==> config.mk <==
export PLATFORM = sky130hd
export DESIGN_NAME = prog_loader
export DESIGN_NICKNAME = d
export VERILOG_FILES = /design/src/rtl/prog_loader_pkg.sv /design/src/rtl/prog_loader.sv
export SDC_FILE = /design/constraint.sdc
export NUM_CORES = 1
export LEC_CHECK = 0
export ABC_AREA = 1
export CAP_MARGIN = 5
export CORE_MARGIN = 2
export CORE_UTILIZATION = 48
export DETAILED_ROUTE_END_ITERATION = 8
export PLACE_DENSITY = 0.83
export SETUP_SLACK_MARGIN = 0.2
export SLEW_MARGIN = 20
export SYNTH_ARGS = -nofsm -noshare
export SYNTH_HDL_FRONTEND = slang
export SYNTH_SLANG_ARGS = --single-unit
export TNS_END_PERCENT = 50
==> constraint.sdc <==
create_clock -name clk -period 3.5 [get_ports clk]
set_input_delay 0.525 -clock clk [delete_from_list [all_inputs] [get_ports clk]]
set_output_delay 0.525 -clock clk [all_outputs]
set_load 0.02 [all_outputs]
==> src/rtl/prog_loader_pkg.sv <==
// prog_loader_pkg
//   Shared types for the instruction-memory loader of the 4-bit CPU.
//   - instruction_t  : one instruction word (opcode + operand nibble)
//   - loader_state_t : loader FSM states
//   - LOADER_ADDR_WIDTH / LOADER_INSTR_WIDTH : default loader geometry
package prog_loader_pkg;

  typedef struct packed {
    logic [3:0] opcode;
    logic [3:0] operand;
  } instruction_t;

  typedef enum logic [2:0] {
    IDLE,
    LOAD,
    CHECK,
    HOLD,
    RUN,
    ERROR
  } loader_state_t;

  localparam int LOADER_ADDR_WIDTH  = 4;
  localparam int LOADER_INSTR_WIDTH = $bits(instruction_t);

endpackage

==> src/rtl/prog_loader.sv <==
// prog_loader
//   Loads a stream of instruction words into the CPU instruction memory.
//   A load command (load_start with load_base/load_count) is followed by a
//   valid/ready word stream. Each accepted word is written straight into
//   memory. The CPU is held in reset for the whole load and for RESET_HOLD
//   cycles afterwards, then released (RUN). A new load may start from IDLE,
//   RUN or ERROR.
//
//   Optional build macro: PROG_LOADER_CHECKSUM_EN
//     When defined, a running XOR of the written words is kept and one extra
//     word, the checksum, is expected after the data. A bad checksum parks
//     the FSM in ERROR with load_error set.
//
//   Ports
//     clk, reset      : clock, synchronous active-high reset
//     load_start      : one-cycle load request (with load_base, load_count)
//     in_valid/in_data/in_ready : instruction word stream
//     mem_we/mem_addr/mem_wdata : instruction memory write port
//     prog_enable     : address-mux select, 1 = loader owns memory address
//     cpu_reset       : CPU reset, active-high
//     load_done       : one-cycle pulse on entry to RUN
//     load_error      : high while in ERROR
//     words_loaded    : words written in the current or last load
module prog_loader
  import prog_loader_pkg::*;
#(
  parameter int ADDR_WIDTH  = LOADER_ADDR_WIDTH,
  parameter int INSTR_WIDTH = LOADER_INSTR_WIDTH,
  parameter int RESET_HOLD  = 2
) (
  input  logic                   clk,
  input  logic                   reset,
  input  logic                   load_start,
  input  logic [ADDR_WIDTH-1:0]  load_base,
  input  logic [ADDR_WIDTH:0]    load_count,
  input  logic                   in_valid,
  input  logic [INSTR_WIDTH-1:0] in_data,
  output logic                   in_ready,
  output logic                   mem_we,
  output logic [ADDR_WIDTH-1:0]  mem_addr,
  output logic [INSTR_WIDTH-1:0] mem_wdata,
  output logic                   prog_enable,
  output logic                   cpu_reset,
  output logic                   load_done,
  output logic                   load_error,
  output logic [ADDR_WIDTH:0]    words_loaded
);

  localparam int HOLD_WIDTH = (RESET_HOLD > 1) ? $clog2(RESET_HOLD) : 1;
  localparam logic [HOLD_WIDTH-1:0] HOLD_LAST = HOLD_WIDTH'(RESET_HOLD - 1);

  loader_state_t         state;
  logic [ADDR_WIDTH-1:0] addr;
  logic [ADDR_WIDTH:0]   remaining;
  logic [HOLD_WIDTH-1:0] hold_cnt;
  logic                  start_ok;
  logic                  handshake;
  logic                  last_word;

`ifdef PROG_LOADER_CHECKSUM_EN
  logic [INSTR_WIDTH-1:0] checksum;
  logic                   error_flag;
  assign load_error = error_flag;
`else
  assign load_error = 1'b0;
`endif

  assign start_ok  = load_start && (state == IDLE || state == RUN || state == ERROR);
  assign handshake = in_valid && in_ready;

  // Writes happen on the handshake edge itself; CHECK also raises in_ready
  // but must never write, hence the explicit LOAD qualifier.
  assign mem_we    = (state == LOAD) && handshake;
  assign mem_addr  = addr;
  assign mem_wdata = in_data;

  // LOAD ends either on the handshake that consumes the final word, or after
  // its single cycle when the load was for zero words.
  assign last_word = (state == LOAD) &&
                     ((remaining == '0) ||
                      (handshake && remaining == (ADDR_WIDTH + 1)'(1)));

  always_ff @(posedge clk) begin
    if (reset) begin
      state        <= IDLE;
      cpu_reset    <= 1'b1;
      prog_enable  <= 1'b0;
      in_ready     <= 1'b0;
      load_done    <= 1'b0;
      words_loaded <= '0;
      addr         <= '0;
      remaining    <= '0;
      hold_cnt     <= '0;
`ifdef PROG_LOADER_CHECKSUM_EN
      checksum     <= '0;
      error_flag   <= 1'b0;
`endif
    end else begin
      load_done <= 1'b0;
      if (start_ok) begin
        state        <= LOAD;
        addr         <= load_base;
        remaining    <= load_count;
        words_loaded <= '0;
        cpu_reset    <= 1'b1;
        prog_enable  <= 1'b1;
        in_ready     <= (load_count != '0);
`ifdef PROG_LOADER_CHECKSUM_EN
        checksum     <= '0;
        error_flag   <= 1'b0;
`endif
      end else begin
        case (state)
          LOAD: begin
            if (handshake) begin
              addr         <= addr + 1'b1;
              remaining    <= remaining - 1'b1;
              words_loaded <= words_loaded + 1'b1;
`ifdef PROG_LOADER_CHECKSUM_EN
              checksum     <= checksum ^ in_data;
`endif
            end
            if (last_word) begin
`ifdef PROG_LOADER_CHECKSUM_EN
              state       <= CHECK;
              in_ready    <= 1'b1;
`else
              state       <= HOLD;
              in_ready    <= 1'b0;
              prog_enable <= 1'b0;
              hold_cnt    <= '0;
`endif
            end
          end
`ifdef PROG_LOADER_CHECKSUM_EN
          CHECK: begin
            if (handshake) begin
              in_ready    <= 1'b0;
              prog_enable <= 1'b0;
              if (in_data == checksum) begin
                state    <= HOLD;
                hold_cnt <= '0;
              end else begin
                state      <= ERROR;
                error_flag <= 1'b1;
              end
            end
          end
`endif
          HOLD: begin
            if (hold_cnt == HOLD_LAST) begin
              state     <= RUN;
              cpu_reset <= 1'b0;
              load_done <= 1'b1;
            end else begin
              hold_cnt <= hold_cnt + 1'b1;
            end
          end
          default: ;
        endcase
      end
    end
  end

endmodule

After elaboration in Yosys (flattened, before gate mapping)
Index checks and enable logic that the tools add are counted.
{"block": "classes", "eq_ne": 9, "n_addsub": 4, "n_bitwise": 2, "shifts": 0, "magnitude_cmp": 0, "muxes": 17, "div": 0, "reduce_logical": 25, "multipliers": 0}
{"operator": "two-way mux 5 bit", "n": 3}
{"operator": "two-way mux 4 bit", "n": 3}
{"operator": "AND reduction 3 bit", "n": 3}
{"operator": "AND reduction 2 bit", "n": 4}
{"operator": "nonzero test 2 bit", "n": 4}
{"operator": "two-way mux 1 bit", "n": 7}
{"operator": "equality test 3 bit (second input constant)", "n": 2}
{"operator": "two-way mux 3 bit", "n": 2}
{"operator": "!= test 3 bit (second input constant)", "n": 2}
{"operator": "case mux 3 bit (2 select lines)", "n": 1}
{"operator": "adder 5 x 1 -> 5 bit (second input constant)", "n": 1}
{"operator": "equality test 5 x 1 -> 1 bit (second input constant)", "n": 1}
{"operator": "logical AND 1 bit", "n": 5}
{"operator": "logical NOT 5 bit", "n": 1}
{"operator": "nonzero test 5 bit", "n": 1}
{"operator": "subtractor 5 x 1 -> 5 bit (second input constant)", "n": 1}
{"operator": "adder 4 x 1 -> 4 bit (second input constant)", "n": 1}
{"operator": "!= test 2 bit (second input constant)", "n": 2}
{"operator": "equality test 3 x 1 -> 1 bit (second input constant)", "n": 1}
{"operator": "equality test 3 x 2 -> 1 bit (second input constant)", "n": 1}
{"operator": "logical NOT 3 bit", "n": 1}
{"operator": "logical OR 1 bit", "n": 3}
{"operator": "nonzero test 3 bit", "n": 1}
{"operator": "OR reduction 3 bit", "n": 1}
{"operator": "other kinds (4)", "n": 5}
{"block": "totals", "latchBits": 0, "romBits": 0, "out_inout_bits": 23, "inputBits": 21, "ram_bits": 0, "register_bits": 22, "wordCells": 67, "n_memories": 0}

Logic depth before layout (Yosys ltp)
Gate-level depths: netlist of run 1.
{"block": "logic_depth", "depth_word": 7, "ltp_mapped": 9, "mapped_depth_nobuf": 9}

Least setup slack after synthesis of run 1
OpenSTA, ideal clock, no wires.
{"block": "synth_path", "path_kind": "input to output", "startpoint": "input port in_valid", "endpoint": "output port mem_we", "slack_ps": 1888, "n_path_buf": 0, "arrival_ps": 1087, "cell_stages": 2, "path_cell_list": "nand2_1 nor3_2"}
{"block": "synth_via", "elab_chain_cells": 2}
{"item": "start: declaration", "line_no": "prog_loader.sv:36", "source": "input logic in_valid,"}
{"item": "logical AND 1 bit", "line_no": "prog_loader.sv:69", "source": "assign handshake = in_valid && in_ready;"}
{"item": "logical AND 1 bit", "line_no": "prog_loader.sv:73", "source": "assign mem_we = (state == LOAD) && handshake;"}
{"item": "end: declaration", "line_no": "prog_loader.sv:39", "source": "output logic mem_we,"}
Every way passes these cells.

Worst setup path after layout of run 1
Ends and elaborated chain as after synthesis.

==> out/metrics.yaml, run 1 <==
synthesis:
  synth_top_family_by_area: "simple AND/OR/NAND/NOR gates"
  synthesis.area_um2: 1240
  synthMuxAreaShare_pct: 0
  synth-adder-area-share_pct: 5.05
  synth-simple-area-share_pct: 31.4
  synth_top_area_cell: "dfxtp_1"
  ys_ff_latch: 22
  yosys-top-cells-count: "nand2_1, inv_1, dfxtp_1, nand3_1, nor2_1"
  synth_compound_area_share_pct: 9.28
  ys_seq_area_share_pct: 35.5
  synth.top_cells.by_area: "dfxtp_1, nand2_1, nand3_1"
  synth_top_area_share_pct: 35.5
  synth-edff-count: 0
  netlist_instances: 183
  synth_warnings: 0
  syn-num-nets: 209
  synthMostInstantiatedCell: "nand2_1"
  synth.distinct_cells: 23
  synth_flop_cell: "dfxtp_1"
  synth_xor_area_share_pct: 2.12
  synth.avg_cell_area_um2: 6.78
  ys_async_sr_fraction_pct: 0
floorplan:
  die_x_um: 54.8
  core_area_um2: 2450
  rows: 18
  die-area_um2: 3010
  ioPinCount: 44
  die_height_um: 54.8
  start_util_pct: 50.5
clock_tree:
  cts.repair.resized: 0
  cts.sinks: 22
  postCtsSetupBuffers: 0
  cts_buffers: 3
  cts.clk_slew.worst_paths_ns: 0.11
  clock_path_buffers: 2
  cts_tree: "built"
  cts_root_buf: "clkbuf_4"
  cts.htree.levels: 1
  hold_buffers: 0
  worstSkewPairLatency_ns: 0.31
cells_and_area:
  drive_gt1_share_pct: 6.53
  final_nets: 227
  diodes: 0
  fillers: 232
  synthToLayoutAreaGrowth_pct: 18.0
  fin_area_um2: 1460
detailed_routing:
  drcViolationCount: 0
  detail-route-antenna-nets: 0
  detail_route.iter0.violations: 13
  postRouteWirelength_mm: 2.45
  firstDrtPassIters: 4
  wl_per_cell_um: 10.7
  num_vias: 1100
  viasPerCell: 4.80
setup_path:
  startpoint_type: "input pin"
  required_ns: 2.97
  critical_path.max_fanout: 7
  endpoint_kind: "primary output"
  path_class: "input pin to primary output"
  arrival_ns: 2.20
timing:
  period_share_pct: 77.9
  fin_ws_ns: 0.775
  rsz0062_at_grt: "no"
  fmax_mhz: 367
  finalHoldViolCount: 0
  fin_skew_ns: 0.00788
  slew_viol_final: 0
  setup_violations: 0
  fin_crit_ns: 2.72
  tns_ns: 0
power_and_ir_drop:
  p_leak_uw: 0.000655
  ir_worst_vdd_mv: 0.326
  power.density_nw_per_um2: 391
place:
  dp_hpwl_mm: 1.84
  placed_area_um2: 1440
  pre_cts_ws_ns: 0.753
  io_buffers: 26
  gp_congestion: 0.824
run_status:
  status: "complete, no violations"
global_routing:
  antenna_found_initial: 0
  grt_overflow: 0
  grt_usage_pct: 18.7
  grt_max_degree: 24
  grt_pass1_wl_mm: 4.02
  grt_pass1_vias: 960
job:
  cap_viol_max_count: 0
min_path:
  hold_path_class: "flop to flop"
==> through the flow <==
step	hold slack, ns	utilization [%]	power [uW]	cells
after CTS	0.464	59.6	576	229
after detailed placement	0.441	58.7	465	226
after global placement	0.437	58.7	462	226
after floorplan	0.460	-	429	183
after global routing	0.506	59.6	610	229
final	0.457	59.6	572	229
==> power breakdown <==
part           leakage (uW)  total, uW  switching (uW)  internal (uW)
sequential         0.000179        290            19.8            270
combinational      0.000462        169            97.7           71.0
clock             0.0000138        114            73.4           40.2
total              0.000655        572             191            381
==> state kept, by name, indices dropped and copies added, names as in the netlist <==
name / count
cpu_reset: 1
hold_cnt: 1
in_ready: 1
load_done: 1
mem_addr: 4
prog_enable: 1
remaining: 5
state: 3
words_loaded: 5
==> worst max-delay path, cell delays in order <==
cell and delay (ns):
clkdlybuf4s50_1 0.47, nand2_1 0.08, nor3_2 0.42, clkdlybuf4s50_1 0.69
==> kinds of logic (layout without fill, tap and decap cells) <==
logic type	after synthesis	after routing
AO/OA/AOI/OAI	23	23
AND/OR/NAND/NOR	88	88
other	1	1
buffers and inverters	41	57
XOR/XNOR	3	3
flip-flops	22	22
adder cells (fa/ha/maj)	5	5
==> final timing paths <==
check / start / to / depth (start not counted) / slack [ns]
worst max register to register: state[1] / words_loaded[1] / 6 / 2.05
worst min-delay path: cpu_reset / cpu_reset / 2 / 0.46
worst max-delay path: in_valid / mem_we / 4 / 0.78
worst min register to register: cpu_reset / cpu_reset / 2 / 0.46
==> cells in the final DEF, fill, tap and decap left out, drive strengths merged <==
cell type      netlist  final
a21oi               16     16
clkbuf               1      3
clkdlybuf4s50        0     26
conb                 1      1
dfxtp               22     22
ha                   5      5
inv                 28     28
nand2               38     38
nand3               22     22
nand3b               2      2
nand4                1      1
nor2                22     22
nor3                 3      3
o21ai                7      7
xnor2                1      1
xor2                 2      2
==> layer usage <==
| metal | vias up | part of all wire (%) | GRT usage [%] | wire length, um |
|---|---|---|---|---|
| met4 | 0 | 2.5 | 9.58 | 60 |
| li1 | 599 | - | - | - |
| met2 | 20 | 47 | 29.0 | 1160 |
| met1 | 474 | 46 | 23.9 | 1130 |
| met3 | 7 | 3.8 | 4.64 | 93 |
| met5 | - | 0 | 0 | 0 |
==> cell type report <==
class	count	area, um2	area share, %
tap	30	37.5	2.57
inverter	28	105	7.19
timing repair buffer	26	260	17.8
clock buffer	3	22.5	1.54
multi-input combinational	120	597	40.8
sequential	22	440	30.1
Note: power is estimated with default switching activity, not from simulation.
==> inputs of run 2 (changes only) <==
CORE_UTILIZATION = 40   (was 48)
PLACE_DENSITY = 0.73   (was 0.83)
clock period = 2.4 ns   (was 3.5 ns; I/O delays follow)
==> run 2 against run 1 <==
Effect of this change: sequential share of layout area decreased by 0.43 points; combinational power increased by 47%; die area increased by 18%; via count increased by 2.5%; largest power group unchanged; first-iteration DRC count increased by 38%; final area increased by 1.5%; clock power increased by 39%; global-route usage decreased by 3.8 points; highest routed layer unchanged; flip-flop and latch count unchanged; utilization decreased by 10 points; critical path type unchanged; critical path depth unchanged; register-to-register slack got worse by 1.2 ns.
==> out/metrics.yaml, run 2 (synthesized netlist as in run 1, its figures left out) <==
detailed_routing:
  wl_per_cell_um: 10.3  # -3.8%
  detail-route-antenna-nets: 0  # unchanged
  num_vias: 1127  # +2.5%
  viasPerCell: 4.82  # +0.27%
  drcViolationCount: 0  # unchanged
  detail_route.iter0.violations: 18  # +5
  postRouteWirelength_mm: 2.40  # -1.7%
  firstDrtPassIters: 4  # unchanged
timing:
  hold_slack_ns: 0.454  # -0.00322 ns
  period_share_pct: 72.9
  fmax_mhz: 571
  rsz0062_at_grt: "no"
  fin_crit_ns: 1.75
  slew_viol_final: 0  # unchanged
  fin_skew_ns: 0.00695  # -0.000925 ns
  finalHoldViolCount: 0  # unchanged
  tns_ns: 0  # unchanged
  setup_violations: 0  # unchanged
setup_path:
  slowest_delay_ns: 0.49  # -0.20 ns
  startpoint_type: "input pin"
  critical_path.max_fanout: 2  # -5
  r2r_slack_ns: 0.90  # -1.15 ns
  arrival_ns: 1.39  # -0.81 ns
  slowest_stage: "clkdlybuf4s50_1"
  endpoint_kind: "primary output"
  worst-path-stages: 4  # unchanged
  path_class: "input pin to primary output"
  critPathTopFamily: "buffers and inverters"
  crit_chain: "clkdlybuf4s50_1 > nand2_1 > nor3_2 > dlymetal6s2s_1"
  r2r-start: "state[1]"
  timing.rr.end: "words_loaded[1]"
  required_ns: 2.04  # -0.93 ns
  worstRegToRegCells: 6  # unchanged
  worst-path-buf-inv: 2  # unchanged
cells_and_area:
  diodes: 0  # unchanged
  final_nets: 229  # +0.88%
  final_cell_mix: "nand2_1, clkdlybuf4s50_1, inv_1, dfxtp_1"
  synthToLayoutAreaGrowth_pct: 19.7
  final_common_cell: "nand2_1"
  multiInputGateArea_um2: 597  # unchanged
  regArea_um2: 440  # unchanged
  fillers: 308  # +33%
  drive_gt1_share_pct: 7.46  # +0.93 points
place:
  gp_congestion: 0.795  # -3.6%
  dp_hpwl_mm: 1.85  # +0.46%
  io_buffers: 26  # unchanged
min_path:
  hold_path_class: "flop to flop"
  min_from: "cpu_reset"
  whs_path_depth: 2  # unchanged
  hold_path_end: "cpu_reset"
clock_tree:
  cts_root_buf: "clkbuf_4"
  cts_tree: "built"
  worstSkewPairLatency_ns: 0.30  # about the same
  cts.htree.levels: 1  # unchanged
  cts.sinks: 22  # unchanged
  clock_path_buffers: 2  # unchanged
  cts_buffers: 3  # unchanged
  cts.clk_slew.worst_paths_ns: 0.10  # about the same
  hold_buffers: 0  # unchanged
floorplan:
  start_util_pct: 41.3  # -9.2 points
  die_x_um: 59.7  # +8.8%
  die_height_um: 59.7  # +8.8%
  die-area_um2: 3560  # +18%
  rows: 20  # +2
  core_area_um2: 3000  # +22%
  ioPinCount: 44  # unchanged
power_and_ir_drop:
  power_uw: 829  # +45%
  ir_worst_vdd_mv: 0.385  # +18%
  p_leak_uw: 0.000684  # +4.3%
  power.density_nw_per_um2: 559  # +43%
global_routing:
  grt_pass1_vias: 990  # +3.1%
  grt_overflow: 0  # unchanged
  grt_pass1_wl_mm: 4.15  # +3.3%
  grt_usage_pct: 15.0  # -3.8 points
  antenna_found_initial: 0  # unchanged
  grt_max_degree: 24  # unchanged
job:
  cap_viol_max_count: 0  # unchanged
run_status:
  status: "complete, no violations"
-- run 2: final cells by class --
class                   instances  share of cell area [%]
clock buffers                   3                    1.52
inverters                      28                    7.08
flip-flops and latches         22                    29.7
multi-input cells             120                    40.2
repair buffers                 28                    18.7
well taps                      33                    2.78
-- run 2: what timing repair did --
| item | in CTS | in global routing |
|---|---|---|
| setup endpoints to repair | 0 | 1 |
| gates resized for setup | 0 | 1 |
| buffers inserted | 0 | 0 |
| hold endpoints to repair | 0 | 0 |
-- run 2: per-layer routing --
layer / global-route usage (%) / wire (um) / up-vias
met5: 0 / 0 / -
met3: 2.16 / 87 / 4
met2: 23.1 / 1100 / 20
li1: - / - / 605
met1: 20.5 / 1180 / 498
met4: 6.98 / 34 / 0
-- run 2: how the worst max path moves through the flow --
stage                         from     end
after floorplan           in_ready  mem_we
after global placement    in_valid  mem_we
after detailed placement  in_valid  mem_we
after CTS                 in_valid  mem_we
after global routing      in_valid  mem_we
final                     in_valid  mem_we
-- run 2: power by group --
part	total, uW	internal, uW	switching (uW)
Clock	158	58.4	99.2
Sequential	424	394	30.4
Combinational	248	106	142
Total	829	558	272
-- run 2: worst min-delay path: cells and delay by family, from the launching register on --
family	cells	cell delay (ns)
flops	1	0.32
simple gates	2	0.10
-- run 2: metrics by stage --
stage / util [%] / instance area (um2) / std cells / setup slack [ns]
2_1_floorplan: - / 1240 / 183 / 0.973
3_3_place_gp: 48.6 / 1460 / 231 / 0.265
3_5_place_dp: 48.6 / 1460 / 231 / 0.258
4_1_cts: 49.3 / 1480 / 234 / 0.257
5_1_grt: 49.4 / 1480 / 234 / 0.553
6_report: 49.4 / 1480 / 234 / 0.649
==> inputs of run 3 (changes only) <==
CORE_UTILIZATION = 44   (was 40)
PLACE_DENSITY = 0.77   (was 0.73)
clock period = 1.7 ns   (was 2.4 ns; I/O delays follow)
==> run 3 against run 2 <==
Effect of this change: critical path depth decreased by 3; via count rose by 2.2%; clock power increased by 85%; first-iteration DRC count down 11%; utilization rose by 6.9 points; non-clock buffer count up 5; global-route usage increased by 1.7 points; worst hold slack gained 0.0045 ns; highest routed layer unchanged; worst setup slack worse by 0.52 ns; largest power group unchanged.
==> out/metrics.yaml, run 3 (synthesized netlist as in run 1, its figures left out) <==
power_and_ir_drop:
  ir_worst_vdd_mv: 0.434  # +13%
  swShare_pct: 32.7  # about the same
  power_uw: 1250  # +51%
  p_comb_share_pct: 28.8  # -1.1 points
  power.density_nw_per_um2: 819  # +47%
  clkPwrFrac_pct: 23.3  # +4.3 points
  seqPwrFrac_pct: 47.9  # -3.2 points
  p_leak_uw: 0.000774  # +13%
  power_switching_uw: 409  # +51%
  p_int_uw: 842  # +51%
place:
  pre_cts_ws_ns: -0.182  # -0.440 ns
  gp_congestion: 0.763  # -4.0%
  io_buffers: 26  # unchanged
  placed_area_um2: 1490  # +2.4%
  dp_hpwl_mm: 1.88  # +1.5%
floorplan:
  start_util_pct: 45.8  # +4.5 points
  die_height_um: 57.1  # -4.3%
  die_x_um: 57.1  # -4.3%
  die-area_um2: 3260  # -8.5%
  core_area_um2: 2710  # -9.7%
  ioPinCount: 44  # unchanged
  rows: 19  # -5.0%
setup_path:
  slowest_stage: "clkdlybuf4s50_1"
  crit_chain: "clkdlybuf4s50_1"
  slowest_delay_ns: 0.62  # +0.13 ns
  required_ns: 1.44  # -0.60 ns
  r2r_slack_ns: 0.39  # -0.51 ns
  worst-path-buf-inv: 1  # -1
  startpoint_type: "flop"
  timing.rr.end: "state[0]"
  path_class: "flop to primary output"
  critical_path.max_fanout: 4  # +2
  critPathTopFamily: "buffers and inverters"
  endpoint_kind: "primary output"
  r2r-start: "remaining[1]"
  arrival_ns: 1.32  # -0.07 ns
  worstRegToRegCells: 8  # +2
cells_and_area:
  fin_area_um2: 1530  # +2.9%
  drive_gt1_share_pct: 10.6  # +3.2 points
  final_cell_mix: "nand2_1, inv_1, dfxtp_1, nor2_1, nand3_1"
  fillers: 273  # -11%
  diodes: 0  # unchanged
  final_nets: 234  # +2.2%
  synthToLayoutAreaGrowth_pct: 23.1
  final_common_cell: "nand2_1"
detailed_routing:
  top_layer_used: "met4"
  wl_per_cell_um: 10.6  # +3.6%
  viasPerCell: 4.84  # +0.50%
  detail-route-antenna-nets: 0  # unchanged
  firstDrtPassIters: 4  # unchanged
  num_vias: 1152  # +2.2%
  drcViolationCount: 0  # unchanged
  drt-met1-wl_mm: 1.29  # +9.2%
  route.met2.wl_mm: 1.12  # +1.0%
  detail_route.iter0.violations: 16  # -2
  dr_wl_met3_um: 111  # +28%
  postRouteWirelength_mm: 2.53  # +5.4%
clock_tree:
  worstSkewPairLatency_ns: 0.31  # about the same
  cts_root_buf: "clkbuf_4"
  postCtsSetupBuffers: 0  # unchanged
  cts.htree.levels: 1  # unchanged
  cts_tree: "built"
  cts.sinks: 22  # unchanged
  clock_path_buffers: 2  # unchanged
  cts_buffers: 3  # unchanged
  cts.clk_slew.worst_paths_ns: 0.13  # +0.03 ns
timing:
  finalHoldViolCount: 0  # unchanged
  fin_skew_ns: 0.00700  # +0.0000460 ns
  fmax_mhz: 635
  fin_crit_ns: 1.57
  slew_viol_final: 0  # unchanged
  period_share_pct: 92.6
  setup_violations: 0  # unchanged
  tns_ns: 0  # unchanged
  rsz0062_at_grt: "yes"
  fin_ws_ns: 0.126  # -0.524 ns
global_routing:
  grt_pass1_wl_mm: 4.37  # +5.3%
  grt_max_degree: 14  # -42%
  grt_pass1_vias: 1052  # +6.3%
  grt_overflow: 0  # unchanged
  grt_usage_pct: 16.7  # +1.7 points
  antenna_found_initial: 0  # unchanged
job:
  cap_viol_max_count: 0  # unchanged
min_path:
  whs_path_depth: 2  # unchanged
  min_from: "cpu_reset"
  hold_path_end: "cpu_reset"
  hold_path_class: "flop to flop"
run_status:
  status: "complete, no violations"
[run 3: cell count changes in the layout (fill, tap and decap cells not counted)]
cell,delta
buf_4,+5
dlygate4sd2_1,+5
dlymetal6s2s_1,+2
clkdlybuf4s50_1,-8
clkbuf_2,+1
clkbuf_8,+1
[run 3: layout make-up]
cell class / instances / area, um2 / area share, %
Timing Repair Buffer: 33 / 309 / 20.2
Sequential cell: 22 / 440 / 28.9
Inverter: 28 / 105 / 6.89
Clock buffer: 4 / 36.3 / 2.38
Multi-Input combinational cell: 120 / 597 / 39.1
Tap cell: 31 / 38.8 / 2.54
[run 3: through the flow]
step / hold slack, ns / instances / util (%)
floorplan: 0.324 / 183 / -
global placement: 0.431 / 234 / 55.1
detailed placement: 0.440 / 234 / 55.1
CTS: 0.463 / 238 / 56.2
global route: 0.510 / 238 / 56.3
finish: 0.459 / 238 / 56.3
[run 3: worst max-delay path by stage]
stage                                from               to  slack [ns]  depth (start not counted)
after floorplan                  in_ready      mem_addr[2]        0.31                          4
after global placement           in_valid           mem_we       -0.16                          4
after detailed placement         in_valid           mem_we       -0.18                          4
after CTS                        in_valid           mem_we         0.1                          4
after global routing      words_loaded[3]  words_loaded[3]        0.08                          1
final                            in_ready         in_ready        0.13                          1
[run 3: tightest hold or removal path: stages, from the launching register on]
cell and delay, ns:
dfxtp_1 0.33, nand2_1 0.06, nand2_1 0.04
[run 3: routing by layer]
metal  global-route usage [%]  vias up
li1                         -      614
met1                     24.4      514
met2                     25.5       22
met3                     2.04        2
met4                     5.65        0
met5                        0        -
[run 3: what timing repair did]
action	in CTS	in global routing
hold buffers	0	0
pin swaps	0	0
endpoints found under the hold margin	0	0
resized for setup	6	5
cloned	0	0
setup endpoints to repair	13	9
[run 3: power groups by stage]
| stage | clock network (uW) | registers (uW) | logic, uW |
|---|---|---|---|
| floorplan | 0 | 624 | 259 |
| global placement | 0 | 611 | 362 |
| detailed placement | 0 | 612 | 366 |
| CTS | 300 | 600 | 362 |
| global route | 324 | 606 | 409 |
| finish | 292 | 599 | 360 |
